File: config.mk
export PLATFORM = sky130hd
export DESIGN_NAME = pll_lock_sequencer
export DESIGN_NICKNAME = d
export VERILOG_FILES = /design/src/rtl/pll_lock_sequencer.sv
export SDC_FILE = /design/constraint.sdc
export NUM_CORES = 1
export LEC_CHECK = 0
export CAP_MARGIN = 5
export CORE_MARGIN = 5
export CORE_UTILIZATION = 30
export CTS_BUF_LIST = sky130_fd_sc_hd__clkbuf_8
export CTS_CLUSTER_DIAMETER = 30
export DETAILED_ROUTE_END_ITERATION = 10
export GPL_ROUTABILITY_DRIVEN = 1
export PLACE_DENSITY = 0.48
export SKIP_LAST_GASP = 1
export SYNTH_ARGS = -nofsm -noshare
export SYNTH_HDL_FRONTEND = slang
export SYNTH_SLANG_ARGS = --single-unit
File: constraint.sdc
create_clock -name clkin -period 3 [get_ports clkin]
set_clock_uncertainty 0.15 [all_clocks]
set_input_delay 0.6 -clock clkin [delete_from_list [all_inputs] [get_ports clkin]]
set_output_delay 0.6 -clock clkin [all_outputs]
set_load 0.005 [all_outputs]
File: src/rtl/pll_lock_sequencer.sv
`timescale 1ns/1ps
// pll_lock_sequencer
// Brings up the rPLL and watches its lock. It pulses the PLL reset, waits
// for lock, and then checks that lock stays high for a stability window.
// Only after that does it release the NPU-domain reset. A failed attempt is
// retried a bounded number of times before the block parks in a sticky FAIL
// state. The block runs only on the free-running reference clock, so it
// keeps working while the PLL is unlocked.
//
// Ports
//   clkin      : reference clock (27 MHz), the only clock of this block
//   rst        : synchronous active-high reset
//   pll_lock   : PLL lock, asynchronous; synchronised internally to lock_s
//   relock_req : 1-cycle pulse requesting a re-lock (acted on in RUN/FAIL)
//   pll_reset  : PLL reset pin drive, active-high
//   sys_rst    : NPU-domain reset request, active-high, low only in RUN
//   pll_ready  : high only in RUN
//   pll_fail   : high only in FAIL
//   retry_cnt  : retries used in the current bring-up
//   loss_cnt   : lock losses seen in RUN, saturating at 255
//   state_o    : RESET_PLL=0 WAIT_LOCK=1 STABLE=2 RUN=3 FAIL=4
module pll_lock_sequencer #(
  parameter int RST_CYCLES    = 16,
  parameter int LOCK_TIMEOUT  = 27000,
  parameter int STABLE_CYCLES = 270,
  parameter int MAX_RETRY     = 3,
  parameter int CNT_W         = 16
) (
  input  logic       clkin,
  input  logic       rst,
  input  logic       pll_lock,
  input  logic       relock_req,
  output logic       pll_reset,
  output logic       sys_rst,
  output logic       pll_ready,
  output logic       pll_fail,
  output logic [3:0] retry_cnt,
  output logic [7:0] loss_cnt,
  output logic [2:0] state_o
);

  typedef enum logic [2:0] {
    S_RESET_PLL = 3'd0,
    S_WAIT_LOCK = 3'd1,
    S_STABLE    = 3'd2,
    S_RUN       = 3'd3,
    S_FAIL      = 3'd4
  } state_t;

  localparam logic [CNT_W-1:0] RST_LAST    = CNT_W'(RST_CYCLES - 1);
  localparam logic [CNT_W-1:0] TIMEOUT_LAST = CNT_W'(LOCK_TIMEOUT - 1);
  localparam logic [CNT_W-1:0] STABLE_LAST = CNT_W'(STABLE_CYCLES - 1);
  localparam logic [3:0]       RETRY_MAX   = 4'(MAX_RETRY);

  state_t           state_reg, state_next;
  logic [CNT_W-1:0] cnt_reg, cnt_next;
  logic [3:0]       retry_reg, retry_next;
  logic [7:0]       loss_reg, loss_next;
  logic             lock_m_reg, lock_s_reg;
  logic             attempt_failed;

  always_comb begin
    state_next     = state_reg;
    cnt_next       = cnt_reg + CNT_W'(1);
    retry_next     = retry_reg;
    loss_next      = loss_reg;
    attempt_failed = 1'b0;

    case (state_reg)
      S_RESET_PLL: begin
        if (cnt_reg == RST_LAST) begin
          state_next = S_WAIT_LOCK;
          cnt_next   = '0;
        end
      end
      S_WAIT_LOCK: begin
        // Lock wins over a coincident timeout.
        if (lock_s_reg) begin
          state_next = S_STABLE;
          cnt_next   = '0;
        end else if (cnt_reg == TIMEOUT_LAST) begin
          attempt_failed = 1'b1;
        end
      end
      S_STABLE: begin
        if (!lock_s_reg) begin
          attempt_failed = 1'b1;
        end else if (cnt_reg == STABLE_LAST) begin
          state_next = S_RUN;
          cnt_next   = '0;
          retry_next = '0;
        end
      end
      S_RUN: begin
        cnt_next = '0;
        // A lock loss takes precedence over a simultaneous relock request,
        // so the pair counts as one loss.
        if (!lock_s_reg) begin
          state_next = S_RESET_PLL;
          if (loss_reg != 8'hFF) loss_next = loss_reg + 8'd1;
        end else if (relock_req) begin
          state_next = S_RESET_PLL;
        end
      end
      S_FAIL: begin
        cnt_next = '0;
        if (relock_req) begin
          state_next = S_RESET_PLL;
          retry_next = '0;
        end
      end
      default: begin
        state_next = S_RESET_PLL;
        cnt_next   = '0;
      end
    endcase

    if (attempt_failed) begin
      cnt_next = '0;
      if (retry_reg == RETRY_MAX) begin
        state_next = S_FAIL;
      end else begin
        state_next = S_RESET_PLL;
        retry_next = retry_reg + 4'd1;
      end
    end
  end

  always_ff @(posedge clkin) begin
    if (rst) begin
      state_reg  <= S_RESET_PLL;
      cnt_reg    <= '0;
      retry_reg  <= '0;
      loss_reg   <= '0;
      lock_m_reg <= 1'b0;
      lock_s_reg <= 1'b0;
      pll_reset  <= 1'b1;
      sys_rst    <= 1'b1;
      pll_ready  <= 1'b0;
      pll_fail   <= 1'b0;
    end else begin
      state_reg  <= state_next;
      cnt_reg    <= cnt_next;
      retry_reg  <= retry_next;
      loss_reg   <= loss_next;
      lock_m_reg <= pll_lock;
      lock_s_reg <= lock_m_reg;
      // Outputs decode the next state so they switch on the same edge as state_o.
      pll_reset  <= (state_next == S_RESET_PLL) || (state_next == S_FAIL);
      sys_rst    <= (state_next != S_RUN);
      pll_ready  <= (state_next == S_RUN);
      pll_fail   <= (state_next == S_FAIL);
    end
  end

  assign state_o   = state_reg;
  assign retry_cnt = retry_reg;
  assign loss_cnt  = loss_reg;

endmodule

; Word level (Yosys, flattened, before mapping)
; Index checks and enable logic that the tools add are counted.
[word_totals]
out_inout_bits = 19
elab_cells = 55
regBits = 37
inputBits = 4
[classes]
n_addsub = 3
reduce_logical = 5
eq_ne = 12
bitwise_logic = 1
muxes = 24
[op_table]
columns = op, count
row1 = 2-to-1 mux 16 bit, 4
row2 = one-hot mux 16 bit (3 select lines), 1
row3 = 2-to-1 mux 3 bit, 8
row4 = 2-to-1 mux 4 bit, 5
row5 = "adder 16 x 1 -> 16 bit, second input constant", 1
row6 = "== test 16 x 15 -> 1 bit, second input constant", 1
row7 = "== test 16 x 4 -> 1 bit, second input constant", 1
row8 = "== test 16 x 9 -> 1 bit, second input constant", 1
row9 = one-hot mux 3 bit (5 select lines), 1
row10 = "== test 3 x 2 -> 1 bit, second input constant", 3
row11 = "adder 8 x 1 -> 8 bit, second input constant", 1
row12 = "inequality test 8 bit, second input constant", 1
row13 = one-hot mux 4 bit (2 select lines), 1
row14 = "== test 3 bit, second input constant", 2
row15 = zero test 3 bit, 2
row16 = "adder 4 x 1 -> 4 bit, second input constant", 1
row17 = "== test 4 x 2 -> 1 bit, second input constant", 1
row18 = "== test 3 x 1 -> 1 bit, second input constant", 1
row19 = 2-to-1 mux 1 bit, 3
row20 = "inequality test 3 x 2 -> 1 bit, second input constant", 1
row21 = AND reduction 3 bit, 1
row22 = one-hot mux 1 bit (2 select lines), 1
row23 = OR reduction 2 bit, 1
row24 = logical OR 1 bit, 1
row25 = inverter 1 bit, 1

; Logic depth before layout (Yosys ltp)
[logic_depth]
depth_word = 7
ltp_mapped = 9
ltp_nobuf = 7

; Worst setup path before layout
; OpenSTA, ideal clock, no wires.
[synth_path]
path_type = flip-flop to flip-flop
from = reg cnt_reg[0]
to = reg sys_rst
setup_time_ps = 134
t_arrival_ps = 1722
setup_slack_ps = 994
path_buffers = 0
synth_period_minus_slack_ps = 2006
path_stages_with_launch = 7
cell_sequence = dfxtp_1 > ha_1 > nand3_2 > or3_1 > a21oi_1 > o21ai_1 > or4b_1
[synth_via]
elab_chain_cells = 6
[synth_lines]
columns = element, line_no
row1 = start: declaration, 56  ; logic [CNT_W-1:0] cnt_reg, cnt_next;
row2 = start signal: assignment, 143  ; cnt_reg <= cnt_next;
row3 = == test 16 x 9 -> 1 bit or == test 16 x 15 -> 1 bit (tied branches), "88, 81"
row4 = 2-to-1 mux 3 bit or 2-to-1 mux 1 bit (tied branches), "88, 81"
row5 = 2-to-1 mux 3 bit or 2-to-1 mux 1 bit (tied branches), "86, 78"
row6 = one-hot mux 3 bit (5 select lines) or one-hot mux 1 bit (2 select lines) (tied branches), 69  ; case (state_reg)
row7 = 2-to-1 mux 3 bit *, 118  ; if (attempt_failed) begin
row8 = inequality test 3 x 2 -> 1 bit *, 150  ; sys_rst <= (state_next != S_RUN);
row9 = end signal: assignment, 150
row10 = end: declaration, 34  ; output logic sys_rst,
; Mark *: on every way between the ends. The rest lies on a longest branch, timed or not.
; A chain may end at the register's enable or synchronous reset.

; Worst setup path after layout
[layout_path]
from = reg state_reg[1] (netlist: state_o[1])
to = out state_o[1]
[layout_lines]
columns = element, line_no
row1 = start: declaration, 55  ; state_t state_reg, state_next;
row2 = start signal: assignment, 142  ; state_reg <= state_next;
row3 = end: declaration, 39  ; output logic [2:0] state_o
; No word-level cell between the ends.

==> results.yml <==
routing:
  wl_um: 3690
  vias_per_cell: 4.94
  route.met2.wl_um: 1560
  num_vias: 1456
  wl_per_cell_um: 12.5
  maxUsedRoutingLayer: "met4"
  wl_met1_um: 1860
  drc: 0
  ant_nets: 0
  met3_length_um: 191
  drt_iter0_markers: 70
  drt_first_pass_iters: 4
setup_path:
  critPathMaxStageDelay_ps: 600
  cp_top_family: "flip-flops"
  cp_cell_sequence: "clkdlybuf4s50_1"
  cp-end-kind: "output pin"
  worst-path-max-fanout: 13
  worst_ep_required_time_ps: 2250
  crit_path_start_kind: "flop"
  crit_type: "reg -> out"
  slowest_stage: "dfxtp_1"
  critPathBufInv: 1
  cp.arrival_ps: 1490
place:
  hpwlAfterDp_um: 2560
  io_buffers: 22
  place_area_um2: 2000
  gp_congestion: 0.759
clocking:
  clk_latency_ps: 290
  post_cts_buffers: 0
  cts_buffers: 5
  htree_levels: 2
  max-clock-path-buffers: 2
  clock-sinks: 37
  cts-root-buf: "clkbuf_8"
  ctsResizeCount: 0
  cts_hold_buf: 0
  cts_tree: "done"
  clk_pin_slew_worst_paths_ps: 80
cells_and_area:
  nNetsFinal: 230
  num_antenna_cells: 0
  final_cell_mix: "38 x nor2_1, 37 x dfxtp_1, 22 x clkdlybuf4s50_1, 12 x xor2_1, 11 x nand3_1"
  final_common_cell: "nor2_1"
  largest_reg_flops: 16
  area_growth_syn_to_layout_pct: 25.5
  design_area_um2: 2140
  drive_above_1_share_pct: 5.38
flow_run:
  cap_viol_max_count: 0
sta:
  max_freq_mhz: 447
  rsz0062_at_grt: "no"
  maxSlewViolCount: 0
  worstMarginPinSlew_ps: 621
  fin_crit_ps: 2240
  finalHoldViolations: 0
  setup_viol: 0
  slew_headroom_pct: 58.3
  fin_tns_setup_ps: 0
  fin_hold_ws_ps: 316
  post-route-period-util_pct: 74.5
power:
  power.density_nw_per_um2: 494
  ir_drop_uv: 154
  leakage_nw: 0.754
  total_power_w: 0.00106
global_routing:
  antenna_found_initial: 0
  grt_pass1_vias: 1347
  overflow: 0
  grt_max_degree: 17
  grt_usage_pct: 10.8
  grt_pass1_wl_um: 6290
outcome:
  outcome: "finished, final reports clean"
synth:
  syn_nets: 205
  synth_area_um2: 1700
  seq_area_frac_synth_pct: 43.5
  synth_edf_count: 0
  synth.top_cell.area_share_pct: 43.5
  avgSynthCellArea_um2: 8.64
  ys_seq_elements: 37
  yosysUniqueCellTypes: 41
  ys_warn_count: 0
  ys_async_sr_fraction_pct: 0
  yosys-top-cells-area: "dfxtp_1 44%, nor2_1 8.4%, xor2_1 6.2%"
  yosys.area.top_type: "dfxtp_1"
  synth_cells: 197
  synth_flop_cell: "dfxtp_1"
die:
  row_count: 27
  core_area_um2: 5510
  die_width_um: 85.3
  die_area_um2: 7280
  start_util_pct: 30.9
  ios: 23
  die_h_um: 85.3
hold_path:
  holdCritPathClass: "reg -> reg"
## worst register-to-register path: stages (launching register included)
cell and delay [ps]:
dfxtp_1 430, ha_1 260, nand3_2 130, or3_1 320, a21oi_1 200, o21ai_1 130
or4b_1 470
## logic make-up after synthesis
logic type	synth area share (%)
AND/OR/NAND/NOR	31.0
adder cells (fa/ha/maj)	2.94
flip-flops	43.5
buffers and inverters	2.57
XOR/XNOR	10.3
AO/OA/AOI/OAI	7.87
multiplexers	1.84
## layer usage
layer	vias up	global-route usage, %
met5	-	0
met4	0	4.75
met3	8	4.08
met2	30	16.2
met1	676	13.8
li1	742	-
## area by class of cell
| class | count | area [µm²] |
|---|---|---|
| timing repair buffer | 24 | 235 |
| sequential | 37 | 741 |
| inverter | 4 | 15.0 |
| clock buffer | 5 | 68.8 |
| tap | 72 | 90.1 |
| multi-input combinational | 150 | 917 |
| clock inverter | 3 | 68.8 |
| fill | 555 | 3370 |
## synth_stat cells, types with 3 or more instances
cell type and n:
a21oi_1 5, a31oi_1 3, and2_1 3, and3_1 6, clkbuf_1 3, dfxtp_1 37, ha_1 4, inv_1 4
nand2_1 8, nand3_1 11, nand4_1 7, nor2_1 38, nor2b_1 3, nor3_1 6, nor4_1 3, o21ai_0 6
or3_1 3, xnor2_1 8, xor2_1 12
## path summary, 6_finish.rpt
check                                            from                     to  slack [ps]  cells after the start
worst max register to register  cnt_reg[0]$_SDFF_PP0_     sys_rst$_SDFF_PP1_         800                      6
worst min-delay path            lock_m_reg$_SDFF_PP0_  lock_s_reg$_SDFF_PP0_         320                      1
worst max-delay path            state_o[1]$_SDFF_PP0_             state_o[1]         760                      1
worst min register to register  lock_m_reg$_SDFF_PP0_  lock_s_reg$_SDFF_PP0_         320                      1
## power breakdown
group / internal [W] / total [W] / switching, W
clock: 0.000335 / 0.000527 / 0.000192
combinational: 0.0000119 / 0.0000276 / 0.0000157
sequential: 0.000495 / 0.000502 / 0.00000654
total: 0.000842 / 0.00106 / 0.000214
## through the flow
step / utilization, % / setup slack [ps] / std cells
2_1_floorplan: - / 994 / 197
3_3_place_gp: 36.3 / 725 / 287
3_5_place_dp: 36.3 / 712 / 287
4_1_cts: 38.8 / 748 / 295
5_1_grt: 38.8 / 619 / 295
6_report: 38.8 / 764 / 295
(Power assumes the default switching activity.)
